<file path="config.mk">
export PLATFORM = sky130hd
export DESIGN_NAME = cla_pipe_addsub
export DESIGN_NICKNAME = d
export VERILOG_FILES = /design/src/rtl/cla_pipe_addsub.sv
export SDC_FILE = /design/constraint.sdc
export NUM_CORES = 1
export LEC_CHECK = 0
export ABC_AREA = 1
export CORE_ASPECT_RATIO = 2
export CORE_MARGIN = 1.5
export CORE_UTILIZATION = 45
export CTS_CLUSTER_DIAMETER = 60
export DETAILED_ROUTE_END_ITERATION = 8
export PLACE_DENSITY = 0.72
export SYNTH_ARGS = -nofsm -noshare
export SYNTH_HDL_FRONTEND = slang
export SYNTH_SLANG_ARGS = --single-unit
</file>
<file path="constraint.sdc">
create_clock -name clk -period 3.15 [get_ports clk]
set_input_delay 0.315 -clock clk [delete_from_list [all_inputs] [get_ports clk]]
set_output_delay 0.315 -clock clk [all_outputs]
set_load 0.01 [all_outputs]
</file>
<file path="src/rtl/cla_pipe_addsub.sv">
// Pipelined carry-lookahead adder/subtractor.
// WIDTH bits are resolved GROUP bits per stage; the carry between slices
// is registered, so a beat spends one cycle per slice (NSTAGE cycles total).
// The pipeline advances as a whole and stalls as a whole under backpressure.
module cla_pipe_addsub #(
    parameter int WIDTH = 16,
    parameter int GROUP = 4
) (
    input  logic             clk,
    input  logic             rst,
    input  logic             in_valid,
    output logic             in_ready,
    input  logic [WIDTH-1:0] in_a,
    input  logic [WIDTH-1:0] in_b,
    input  logic             in_cin,
    input  logic             in_sub,
    output logic             out_valid,
    input  logic             out_ready,
    output logic [WIDTH-1:0] out_sum,
    output logic             out_cout,
    output logic             out_ovf
);

    localparam int NSTAGE = WIDTH / GROUP;

    if (WIDTH % GROUP != 0) begin : g_bad_params
        $error("cla_pipe_addsub: WIDTH (%0d) must be a multiple of GROUP (%0d)", WIDTH, GROUP);
    end

    // One lookahead slice. Returns {carry into slice MSB, slice carry-out, slice sum}.
    // Every in-slice carry is a flat sum of products over g/p and cin, and the
    // carry-out comes from the group generate/propagate pair.
    function automatic logic [GROUP+1:0] cla_slice(
        input logic [GROUP-1:0] a,
        input logic [GROUP-1:0] b,
        input logic             cin
    );
        logic [GROUP-1:0] g;
        logic [GROUP-1:0] p;
        logic [GROUP-1:0] c;
        logic             grp_g;
        logic             grp_p;
        logic             cout;
        logic             term;
        logic             acc_c;
        logic             acc_g;
        g     = a & b;
        p     = a ^ b;
        c     = '0;
        grp_g = 1'b0;
        for (int j = 0; j <= GROUP; j++) begin
            acc_c = cin;
            for (int i = 0; i < j; i++) begin
                acc_c = acc_c & p[i];
            end
            acc_g = 1'b0;
            for (int m = 0; m < j; m++) begin
                term = g[m];
                for (int i = m + 1; i < j; i++) begin
                    term = term & p[i];
                end
                acc_g = acc_g | term;
            end
            if (j < GROUP) begin
                c[j] = acc_g | acc_c;
            end else begin
                grp_g = acc_g;
            end
        end
        grp_p = &p;
        cout  = grp_g | (grp_p & cin);
        return {c[GROUP-1], cout, p ^ c};
    endfunction

    logic [WIDTH-1:0] a_q [NSTAGE];
    logic [WIDTH-1:0] a_d [NSTAGE];
    logic [WIDTH-1:0] b_q [NSTAGE];
    logic [WIDTH-1:0] b_d [NSTAGE];
    logic [WIDTH-1:0] s_q [NSTAGE];
    logic [WIDTH-1:0] s_d [NSTAGE];
    logic [NSTAGE-1:0] c_q;
    logic [NSTAGE-1:0] c_d;
    logic [NSTAGE-1:0] v_q;
    logic [NSTAGE-1:0] v_d;
    logic              ovf_q;
    logic              ovf_d;

    logic [WIDTH-1:0]  feed_a [NSTAGE];
    logic [WIDTH-1:0]  feed_b [NSTAGE];
    logic [WIDTH-1:0]  feed_s [NSTAGE];
    logic [NSTAGE-1:0] feed_c;
    logic [NSTAGE-1:0] feed_v;
    logic [GROUP+1:0]  slc [NSTAGE];
    logic              adv;

    assign adv       = ~v_q[NSTAGE-1] | out_ready;
    assign in_ready  = adv;
    assign out_valid = v_q[NSTAGE-1];
    assign out_sum   = s_q[NSTAGE-1];
    assign out_cout  = c_q[NSTAGE-1];
    assign out_ovf   = ovf_q;

    // Stage inputs: stage 0 takes the conditioned operands (zeroed for a bubble),
    // later stages take the previous stage registers; then each stage resolves its slice.
    always_comb begin
        feed_c = '0;
        feed_v = '0;
        for (int k = 0; k < NSTAGE; k++) begin
            feed_a[k] = '0;
            feed_b[k] = '0;
            feed_s[k] = '0;
        end
        feed_v[0] = in_valid;
        if (in_valid) begin
            feed_a[0] = in_a;
            feed_b[0] = in_sub ? ~in_b : in_b;
            feed_c[0] = in_sub ? ~in_cin : in_cin;
        end
        for (int k = 1; k < NSTAGE; k++) begin
            feed_a[k] = a_q[k-1];
            feed_b[k] = b_q[k-1];
            feed_s[k] = s_q[k-1];
            feed_c[k] = c_q[k-1];
            feed_v[k] = v_q[k-1];
        end
        for (int k = 0; k < NSTAGE; k++) begin
            slc[k] = cla_slice(feed_a[k][k*GROUP +: GROUP], feed_b[k][k*GROUP +: GROUP], feed_c[k]);
        end
    end

    // Next state: every stage shifts together on adv, otherwise everything holds.
    always_comb begin
        c_d   = c_q;
        v_d   = v_q;
        ovf_d = ovf_q;
        for (int k = 0; k < NSTAGE; k++) begin
            a_d[k] = a_q[k];
            b_d[k] = b_q[k];
            s_d[k] = s_q[k];
        end
        if (adv) begin
            for (int k = 0; k < NSTAGE; k++) begin
                a_d[k] = feed_a[k];
                b_d[k] = feed_b[k];
                s_d[k] = feed_s[k];
                s_d[k][k*GROUP +: GROUP] = slc[k][GROUP-1:0];
                c_d[k] = slc[k][GROUP];
                v_d[k] = feed_v[k];
            end
            ovf_d = slc[NSTAGE-1][GROUP+1] ^ slc[NSTAGE-1][GROUP];
        end
    end

    // Pipeline registers; reset discards every in-flight beat.
    always_ff @(posedge clk or posedge rst) begin
        if (rst) begin
            c_q   <= '0;
            v_q   <= '0;
            ovf_q <= 1'b0;
            for (int k = 0; k < NSTAGE; k++) begin
                a_q[k] <= '0;
                b_q[k] <= '0;
                s_q[k] <= '0;
            end
        end else begin
            c_q   <= c_d;
            v_q   <= v_d;
            ovf_q <= ovf_d;
            for (int k = 0; k < NSTAGE; k++) begin
                a_q[k] <= a_d[k];
                b_q[k] <= b_d[k];
                s_q[k] <= s_d[k];
            end
        end
    end

endmodule

</file>
======== Yosys cells after proc, flatten, opt, wreduce, memory -nomap -nowiden ========
Cells that the tools add are included.
cells by class
  multiplexer cells ....................... 5
  reductions and logical operators ........ 4
  bitwise operators ....................... 97
operators with widths
  kind              count
  $mux 16           3
  $or 1x1->1        41
  $and 1x1->1       40
  $xor 4x4->4       8
  $and 4x4->4       4
  $not 16->16       1
  $reduce_and 4->1  4
  $mux 1            2
  $not 1->1         2
  $xor 1x1->1       1
word-level totals
  flip-flop bits (word level) ............. 145
  input bits .............................. 38
  word-level logic and storage cells ...... 119

======== Longest topological paths before layout ========
  word-level depth ........................ 11
  mapped depth ............................ 13

======== Worst setup path before layout ========
OpenSTA, ideal clock, no wires.
  path kind ............................... input to register
  from .................................... input port in_valid
  to ...................................... register s_q, in the netlist feed_s[35]
  data required time ...................... 3033 ps
  library setup time ...................... 117 ps
  setup slack ............................. 1376 ps
  arrival ................................. 1657 ps
  buffers on the path ..................... 1
  stages .................................. 11
  cell sequence ........................... buf_2 -> inv_1 -> nor3_1 -> ha_1 -> ha_1 -> nand2_1 -> nand3_1 -> nand2_1 -> nand3b_1 -> nand3_1 -> nand2_1
between the ends
  cells in the longest elaborated chain, start to end .. 8
  elaborated cells between the ends (all ways) .. 15
  those cells by class .................... mux (3); bitwise (12)
ends and longest elaborated chain
  item                                               line    source
  start, declared                                    11      input logic in_valid,
  $mux 16                                            114     if (in_valid) begin
  $and 4x4->4 / $xor 4x4->4 (equally long branches)  47, 48
  $and 1x1->1 (2 in series)                          60      term = term & p[i];
  $or 1x1->1 (2 in series)                           62      acc_g = acc_g | term;
  $or 1x1->1                                         65      c[j] = acc_g | acc_c;
  $xor 4x4->4 (*)                                    72      return {c[GROUP-1], cout, p ^ c};
  end signal, assigned by index                      172     s_q[k] <= s_d[k];
  end, declared                                      79      logic [WIDTH-1:0] s_q [NSTAGE];
Mark *: on every way between the ends. The rest lies on a longest branch, timed or not.
A chain may end at the register's enable or synchronous reset.

======== Worst setup path after layout ========
  from .................................... input port in_sub
  to ...................................... register s_q, in the netlist feed_s[35]
between the ends
  cells in the longest elaborated chain, start to end .. 9
  elaborated cells between the ends (all ways) .. 16
  those cells by class .................... mux (4); bitwise (12)
ends and longest elaborated chain
  item                                               line    source
  start, declared                                    16      input logic in_sub,
  $mux 16                                            116     feed_b[0] = in_sub ? ~in_b : in_b;
  $mux 16                                            114
  $and 4x4->4 / $xor 4x4->4 (equally long branches)  47, 48
  $and 1x1->1 (2 in series)                          60
  $or 1x1->1 (2 in series)                           62
  $or 1x1->1                                         65
  $xor 4x4->4 (*)                                    72
Marked as above.

==> results.tsv <==
metric	value	unit
status	finished, final reports clean	
total I/O pin count	58	
worst skew pair latency	330	ps
FMAX	490.8	MHz
Fin. Hold Viols	0	
Pleak	2.739	nW
DR pass1 iterations	4	
met3 GRT Util	3.018	%
routed length per instance	11.93	µm
peak supply drop	0.0003289	V
GRT Total Usage	17.12	%
GR Util met2	30.31	%
CP endpoint kind	flip-flop	
Mean Syn Cell Area	8.877	µm²
RR Endpoint	b_q[61]$_DFFE_PP0P_	
TritonCTS clock tree	built	
chip height	147.1	µm
Internal	3.046	mW
area delta synth->final	19.61	%
setup TNS	0	ps
vias in the first global route	3399	
num rows	52	
R2R Setup Slk	1360	ps
register share of total power	42.2	%
Post-synth top cells	190 x nand2_1, 97 x dfrtp_1, 48 x inv_1, 39 x o21ai_0, 25 x nand3_1	
Finish-stage setup viols	0	
hold slack	447.0	ps
Vias	3448	
Critical Path RT	3370	ps
worst-margin pin slew	680.8	ps
root buffer cell	clkbuf_16	
share of layout cells above drive strength 1	4.991	%
CP Launch Type	input pin	
FF+latch area	2427	µm²
Remaining DRCs	0	
clock share of power	24.8	%
Comb pwr share	33.0	%
gr busiest metal	met2	
largest net degree at the start of global routing	98	
most frequent cell after synthesis	nand2_1	
pwr dens	817.9	nW/µm²
Tot Pwr	4.568	mW
Yosys warnings	0	
clock transition at the registers of the reported paths	60	ps
Tmin final	2037	ps
hpwl dp	6069	µm
Multi-input gate area	1851	µm²
Detailed Route Iter0 Violations	190	
final global-route overflow total	0	
Filler cells	931	
Max Cap Violations	0	
DRT Wirelength	8539	µm
Post-synth EDFFs	0	
max_slew headroom	54.61	%
initial antenna violation count	0	
met1 Use GR	19.43	%
Die ar.	11030	µm²
Pins Over Slew Limit	0	
H-tree Lvls	3	
Ant. Diodes	0	
Resized cells post-CTS	0	
sw power	1.522	mW
clk sinks	97	
CP arrival	2260	ps
Die X	75.03	µm
I/O Buffers	57	
Post-Route Utilization	55.38	%
vias per inst	4.816	
global-route wire length before repair	14690	µm
count of hold-fix buffers inserted at cts	0	
Crit Path Max Fanout	11	
Core Box Area	10080	µm²
post-synthesis cell type count	25	
GPL Wtd Cong	0.8106	
Post-Syn Area	4669	µm²
Antenna Nets Post-Route	0	
fraction of registers with async set/reset	100.0	%
Inserted Clock Buffers	9	
Final Net Count	638	
post-synth top area share	51.98	%
starting density of the core	46.30	%
Hold WC Path Type	in -> async	
Area contributors post-synth	dfrtp_1 52%, nand2_1 15%, ha_1 5.4%, o21ai_0 4.2%, inv_1 3.9%	
fin crit share	64.68	%
Primary FF master, synth	dfrtp_1	
RSZ-0062 raised after global routing	false	
cell count after synthesis	526	
post-CTS setup buffer count	0	
Clock Tree Buf Depth	2	
FF-to-FF Start	v_q[3]$_DFFE_PP0P_	
crit path launch	in_sub	
syn nets	588	
Setup CP Type	in -> reg	
Yosys top cell by area	dfrtp_1	
clk_skew	6.518	ps
#FFs+latches synth	97	
Worst Setup EP	feed_s[35]$_DFFE_PP0P_	
Worst Reg2Reg Path Length in Cells	5	
Switching Fraction	33.32	%
Seq/Total Area, Yosys	51.98	%
==> critical path, cell delays in order <==
cell             delay, ps
clkdlybuf4s50_1        450
buf_4                  190
nor2_1                  70
nor3_1                 240
ha_1                   290
ha_1                   200
nand2_1                 60
nand3_1                 90
nand2_1                120
nand3b_1                90
nand3_1                 80
nand2_1                 50
==> worst min-delay path by stage <==
stage | depth (start not counted) | from | to | slack [ps]
floorplan | 2 | v_q[2]$_DFFE_PP0P_ | v_q[3]$_DFFE_PP0P_ | 420
global placement | 2 | v_q[2]$_DFFE_PP0P_ | v_q[3]$_DFFE_PP0P_ | 440
detailed placement | 2 | v_q[2]$_DFFE_PP0P_ | v_q[3]$_DFFE_PP0P_ | 450
CTS | 2 | v_q[2]$_DFFE_PP0P_ | v_q[3]$_DFFE_PP0P_ | 470
global route | 2 | feed_s[19]$_DFFE_PP0P_ | feed_s[19]$_DFFE_PP0P_ | 490
finish | 2 | rst | out_sum[3]$_DFFE_PP0P_ | 450
==> cell type report <==
class | instances | area share, %
clock inverter | 6 | 1.478
inverter | 49 | 3.427
sequential | 97 | 43.46
clock buffer | 10 | 4.099
multi-input combinational | 355 | 33.13
tap | 135 | 3.024
timing repair buffer | 64 | 11.38
==> cells in the final DEF (no fill, tap or decap), drive strengths merged <==
| cell | Yosys | final |
|---|---|---|
| clkinv | 1 | 4 |
| xnor2 | 16 | 16 |
| clkdlybuf4s50 | 0 | 57 |
| a22oi | 1 | 1 |
| nand3 | 25 | 25 |
| dfrtp | 97 | 97 |
| nand3b | 6 | 6 |
| fa | 4 | 4 |
| or2 | 2 | 2 |
| clkbuf | 1 | 10 |
| bufinv | 0 | 2 |
| o22ai | 3 | 3 |
| buf | 24 | 7 |
| nor3 | 2 | 2 |
| a21oi | 2 | 2 |
| inv | 48 | 48 |
| clkinvlp | 0 | 1 |
| o21ai | 59 | 59 |
| nand2 | 190 | 190 |
| nor2 | 16 | 16 |
| xor2 | 3 | 3 |
| nand4 | 6 | 6 |
| ha | 20 | 20 |
==> registers in the layout (all words and copies together) (netlist names) <==
| register | flops |
|---|---|
| b_q | 24 |
| feed_s | 24 |
| out_sum | 16 |
| c_q | 4 |
| out_ovf | 1 |
| v_q | 4 |
| a_q | 24 |
==> cell families after synthesis <==
| logic type | share of synthesized area, % |
|---|---|
| adder cells (fa/ha/maj) | 7.074 |
| buffers and inverters | 8.387 |
| XOR/XNOR | 3.564 |
| AND/OR/NAND/NOR | 21.49 |
| flip-flops | 51.98 |
| AO/OA/AOI/OAI | 7.503 |
==> power by group through the flow <==
stage / sequential (mW) / combinational (mW) / clock [mW]
2_1_floorplan: 1.95 / 1.07 / 0
3_3_place_gp: 1.93 / 1.46 / 0
3_5_place_dp: 1.95 / 1.53 / 0
4_1_cts: 1.93 / 1.54 / 1.16
5_1_grt: 1.98 / 1.74 / 1.21
6_report: 1.93 / 1.51 / 1.13
==> per-stage QoR <==
step	setup WS [ps]	instance area (µm²)	instances
finish	1113	5585	716
floorplan	301.3	4669	526
detailed placement	790.9	5274	700
CTS	1130	5585	716
global placement	839.5	5274	700
global route	988.6	5585	716
==> layer usage <==
| layer | share of wire (%) | vias up |
|---|---|---|
| met2 | 54 | 59 |
| met1 | 41 | 1620 |
| met5 | 0 | - |
| met3 | 2.5 | 13 |
| li1 | - | 1756 |
| met4 | 2.1 | 0 |
No activity file was read; power rests on OpenSTA's default activity.
==> patch 1, RTL diff (same settings) <==
Register the output `out_ovf` once more, cleared by the reset; this adds one clock of latency there. The other outputs are not delayed to match.
--- a/src/rtl/cla_pipe_addsub.sv
+++ b/src/rtl/cla_pipe_addsub.sv
@@ -100,3 +100,9 @@
     assign out_cout  = c_q[NSTAGE-1];
-    assign out_ovf   = ovf_q;
+    always_ff @(posedge clk or posedge rst) begin
+        if (rst) begin
+            out_ovf <= '0;
+        end else begin
+            out_ovf <= ovf_q;
+        end
+    end
 
Formal check against the unedited RTL: not equivalent (a bounded check fails within 10 cycles, from zero or initial values and one cycle with rst high).
==> patch 1 against the original RTL <==
- via count up 1.7%
- largest power group unchanged
- count of clock-buffer cells in the layout is 1 higher
- final area shrank 0.47%
- utilization shrank 0.26 points
- worst setup slack lost 0.21 ns
- clock power decreased by 9.7%
- highest routed layer unchanged
- routed wire length grew 5.9%
- final cell count down 0.42%
- sequential cell count grew 1
- area after synthesis fell by 0.13%
- power fell by 1.8%
==> patch 1: results (changes against the original RTL) <==
Synth Area in Compound Gates - 7.35% (-0.15 points)
Post-DP HPWL - 6390 microns (+5.3%)
Commonest cells in the netlist - 186 x nand2_1, 98 x dfrtp_1, 50 x inv_1
Crit-path max FO - 8 (-3)
Vias in the first global route - 3451 (+1.5%)
Synth area leaders - dfrtp_1 53%, nand2_1 15%, ha_1 5.4%
Final Wtd Congestion - 0.794 (-2.1%)
Sequential cell area fraction in the yosys report - 52.6% (+0.61 points)
Global-route wire length before repair - 15700 microns (+7.0%)
Pin count of the biggest net entering global routing - 77 (-21%)
Vias per Instance - 4.92 (+2.2%)
Post-synthesis xor/xnor area fraction - 3.57% (+0.0048 points)
Crit path DAT - 2.47 ns (+0.21 ns)
Peak supply drop - 0.352 mV (+6.9%)
Share of cells above drive strength 1 - 4.50% (-0.49 points)
Clock Skews - 0.00570 ns (-0.000820 ns)
Pre-CTS setup slack - 0.557 ns (-0.234 ns)
Grt met1 use - 22.7% (+3.2 points)
Nets - 635 (-0.47%)
Syn Nets - 587 (-0.17%)
GR Util met3 - 2.88% (-0.14 points)
GRT met2 Usage - 30.9% (+0.58 points)
Adder-Cell Fraction of Synth Area - 7.08% (+0.0095 points)
Status - completed
Final WL - 9040 microns (+5.9%)
==> patch 1: critical path, cell delays in order <==
cell and delay (ns):
clkdlybuf4s50_1 0.66, inv_1 0.16, nor3_1 0.33, ha_1 0.31
ha_1 0.20, nand2_1 0.07, nand3_1 0.08, nand2_1 0.11
nand3b_1 0.08, nand3_1 0.08, nand2_1 0.06
==> patch 1: metal layers <==
| layer | wire, microns | share of wire [%] | up-vias |
|---|---|---|---|
| met5 | 0 | 0 | - |
| met4 | 261 | 2.9 | 0 |
| met3 | 308 | 3.4 | 16 |
| met2 | 4890 | 54 | 83 |
| met1 | 3580 | 40 | 1657 |
| li1 | - | - | 1752 |
==> patch 1: cell families (layout without fill, tap and decap cells) <==
family | after synthesis | in the layout
simple gates | 243 | 243
flops | 98 | 98
buf+inv | 76 | 129
compound gates | 65 | 65
xor+xnor | 19 | 19
fa+ha+maj | 24 | 24
==> patch 1: through the flow <==
step	instance area, sq um	util (%)	cells
2_1_floorplan	4660	-	525
6_report	5560	55.1	713
4_1_cts	5560	55.1	713
3_3_place_gp	5280	52.3	697
3_5_place_dp	5280	52.3	697
5_1_grt	5560	55.1	713
==> patch 1: layout make-up <==
type / instances / area [sq um] / area share (%)
Multi-Input combinational cell: 351 / 1830 / 32.9
Inverter: 51 / 195 / 3.51
Clock buffer: 11 / 253 / 4.55
Sequential cell: 98 / 2450 / 44.1
Timing Repair Buffer: 62 / 633 / 11.4
Tap cell: 135 / 169 / 3.04
Clock inverter: 5 / 28.8 / 0.518
==> patch 1: path summary, 6_finish.rpt <==
path | to | cells past startpoint | startpoint | slack, ns
max | feed_s[35] | 11 | in_valid | 0.91
max reg2reg | c_q[0] | 6 | v_q[3] | 1.35
max in group asynchronous | b_q[62] | 3 | rst | 2.05
min | out_ovf | 0 | ovf_q | 0.38
min reg2reg | out_ovf | 0 | ovf_q | 0.38
min in group asynchronous | out_sum[2] | 2 | rst | 0.41
==> patch 1: power breakdown <==
part | total [W] | internal, W | switching [W] | leakage [nW]
logic | 0.00152 | 0.000648 | 0.000870 | 1.34
clock network | 0.00102 | 0.000574 | 0.000451 | 0.145
registers | 0.00194 | 0.00172 | 0.000224 | 1.25
==> patch 2, RTL diff (same flow settings) <==
Made on the original files. Change the parameter `WIDTH` from 16 to 8.
--- a/src/rtl/cla_pipe_addsub.sv
+++ b/src/rtl/cla_pipe_addsub.sv
@@ -5,3 +5,3 @@
 module cla_pipe_addsub #(
-    parameter int WIDTH = 16,
+    parameter int WIDTH = 8,
     parameter int GROUP = 4
Interface: changed (resized in_a, in_b and out_sum); port bits go from 58 to 34. The function was not compared with the original's and may differ.
==> patch 2 against the original RTL <==
- worst setup slack worse by 0.067 ns
- global-route usage is 0.45 points higher
- worst hold slack gained 0.023 ns
- area after synthesis fell by 68%
- non-clock buffer count fell by 31
- routed wire length decreased by 68%
- register-to-register slack improved by 0.25 ns
- final area shrank 67%
- clock power fell by 84%
- power is 80% lower
- sequential cell count decreased by 72
- sequential share of layout area shrank 9.7 points
- highest routed layer unchanged
==> patch 2: results (changes against the original RTL) <==
Top Family by Delay on Critical Path - buffers and inverters
Synth area leaders - dfrtp_1 42%, nand2_1 19%, ha_1 8.4%
R2R setup slack - 1.61 ns (+0.25 ns)
Sequential cell area fraction in the yosys report - 41.9% (-10 points)
Worst Reg-to-Reg Cells - 9 (+4)
Pin count of the biggest net entering global routing - 27 (-72%)
YS warnings - 0 (unchanged)
Share of cells above drive strength 1 - 3.17% (-1.8 points)
Top FF cell, synth - dfrtp_1
Hold Crit Start - v_q[0]
PortBufs - 33 (-42%)
Post-DP HPWL - 2190 microns (-64%)
R2r startpoint - a_q[12]
Worst slew margin - 37.9% (-17 points)
Setup crit start - in_sub
Nets - 256 (-60%)
Pre-CTS setup slack - 0.748 ns (-0.0433 ns)
Post-synthesis xor/xnor area fraction - 3.52% (-0.040 points)
Worst hold path depth - 2
Final Wtd Congestion - 0.740 (-8.7%)
Root Driver - clkbuf_8
Worst-path clk slew - 0.09 ns (+0.03 ns)
Clock Skews - 0.00865 ns (+0.00214 ns)
H-Tree Depth - 1 (-2)
Crit-path max cell delay - 0.76 ns (+0.31 ns)
Final setup violating endpoints - 0 (unchanged)
Tightest Hold Check Type - flop to flop
Chip width - 43.7 microns (-42%)
Global-route wire length before repair - 4920 microns (-67%)
Antenna cells - 0 (unchanged)
Hold Slack - 0.470 ns (+0.0228 ns)
Status - completed
LEAKAGE - 0.955 nW (-65%)
Total CTS buffers - 3 (-6)
Total Routing Usage GR - 17.6% (+0.45 points)
Mux contribution to synthesized area - 0% (unchanged)
R2r endpoint - out_ovf
Adder-Cell Fraction of Synth Area - 11.1% (+4.0 points)
Synth Area in Compound Gates - 6.96% (-0.54 points)
Yosys cell types - 22 (-12%)
Initial antenna violation count - 0 (unchanged)
Detailed-route via count - 1243 (-64%)
DR WL/cell - 10.8 microns (-9.1%)
Commonest cells in the netlist - 74 x nand2_1, 25 x dfrtp_1, 17 x inv_1
Drt pass-1 iters - 3 (-1)
Clock latency on the worst-skew pair - 0.27 ns (-0.06 ns)
Crit-path max FO - 14 (+3)
Iter 0 DRT Violations - 7 (-96%)
Syn Nets - 224 (-62%)
Peak supply drop - 0.256 mV (-22%)
Hold endpoint - v_q[1]
==> patch 2: final cells by class <==
class                      instances  area (sq um)
clock buffer                       4          45.0
timing repair buffer              33           330
fill                             303          1300
sequential                        25           626
multi-input combinational        141           746
inverter                          18          68.8
tap                               31          38.8
==> patch 2: worst max path at each step <==
stage	endpoint	slack, ns	depth (start not counted)
6_report	feed_s[3]	1.05	11
5_1_grt	feed_s[3]	0.85	11
4_1_cts	feed_s[3]	1.03	11
3_5_place_dp	feed_s[3]	0.75	11
3_3_place_gp	feed_s[3]	0.80	11
2_1_floorplan	feed_s[3]	1.54	12
==> patch 2: power breakdown <==
group	switching [W]	internal [W]
clock network	0.0000957	0.0000904
logic	0.000148	0.000156
registers	0.0000358	0.000385
total	0.000280	0.000631
==> patch 2: layer usage <==
layer	global-route usage [%]	wire, microns	part of all wire [%]	up-vias
met5	0	0	0	-
met4	9.64	82	3.0	0
met3	1.29	42	1.5	7
met2	33.6	1580	58	26
met1	17.0	1030	38	553
li1	-	-	-	657
==> patch 2: kinds of logic after synthesis <==
family | after synthesis
buffers and inverters | 24
AND/OR/NAND/NOR | 103
AO/OA/AOI/OAI | 20
flip-flops | 25
XOR/XNOR | 6
adder cells (fa/ha/maj) | 12
==> patch 2: worst min-delay path, delay by kind of cell (launching register included) <==
kind / cells / cell delay (ns)
flip-flops: 1 / 0.33
AND/OR/NAND/NOR: 1 / 0.06
buffers and inverters: 1 / 0.05
==> patch 2: per-stage QoR <==
step | utilization, % | instances | cell area (sq um) | total power, W
after detailed placement | 57.3 | 248 | 1810 | 0.000738
after floorplan | - | 190 | 1490 | 0.000603
final | 58.7 | 252 | 1850 | 0.000910
after global placement | 57.3 | 248 | 1810 | 0.000729
after global routing | 58.7 | 252 | 1850 | 0.000975
after CTS | 58.7 | 252 | 1850 | 0.000921
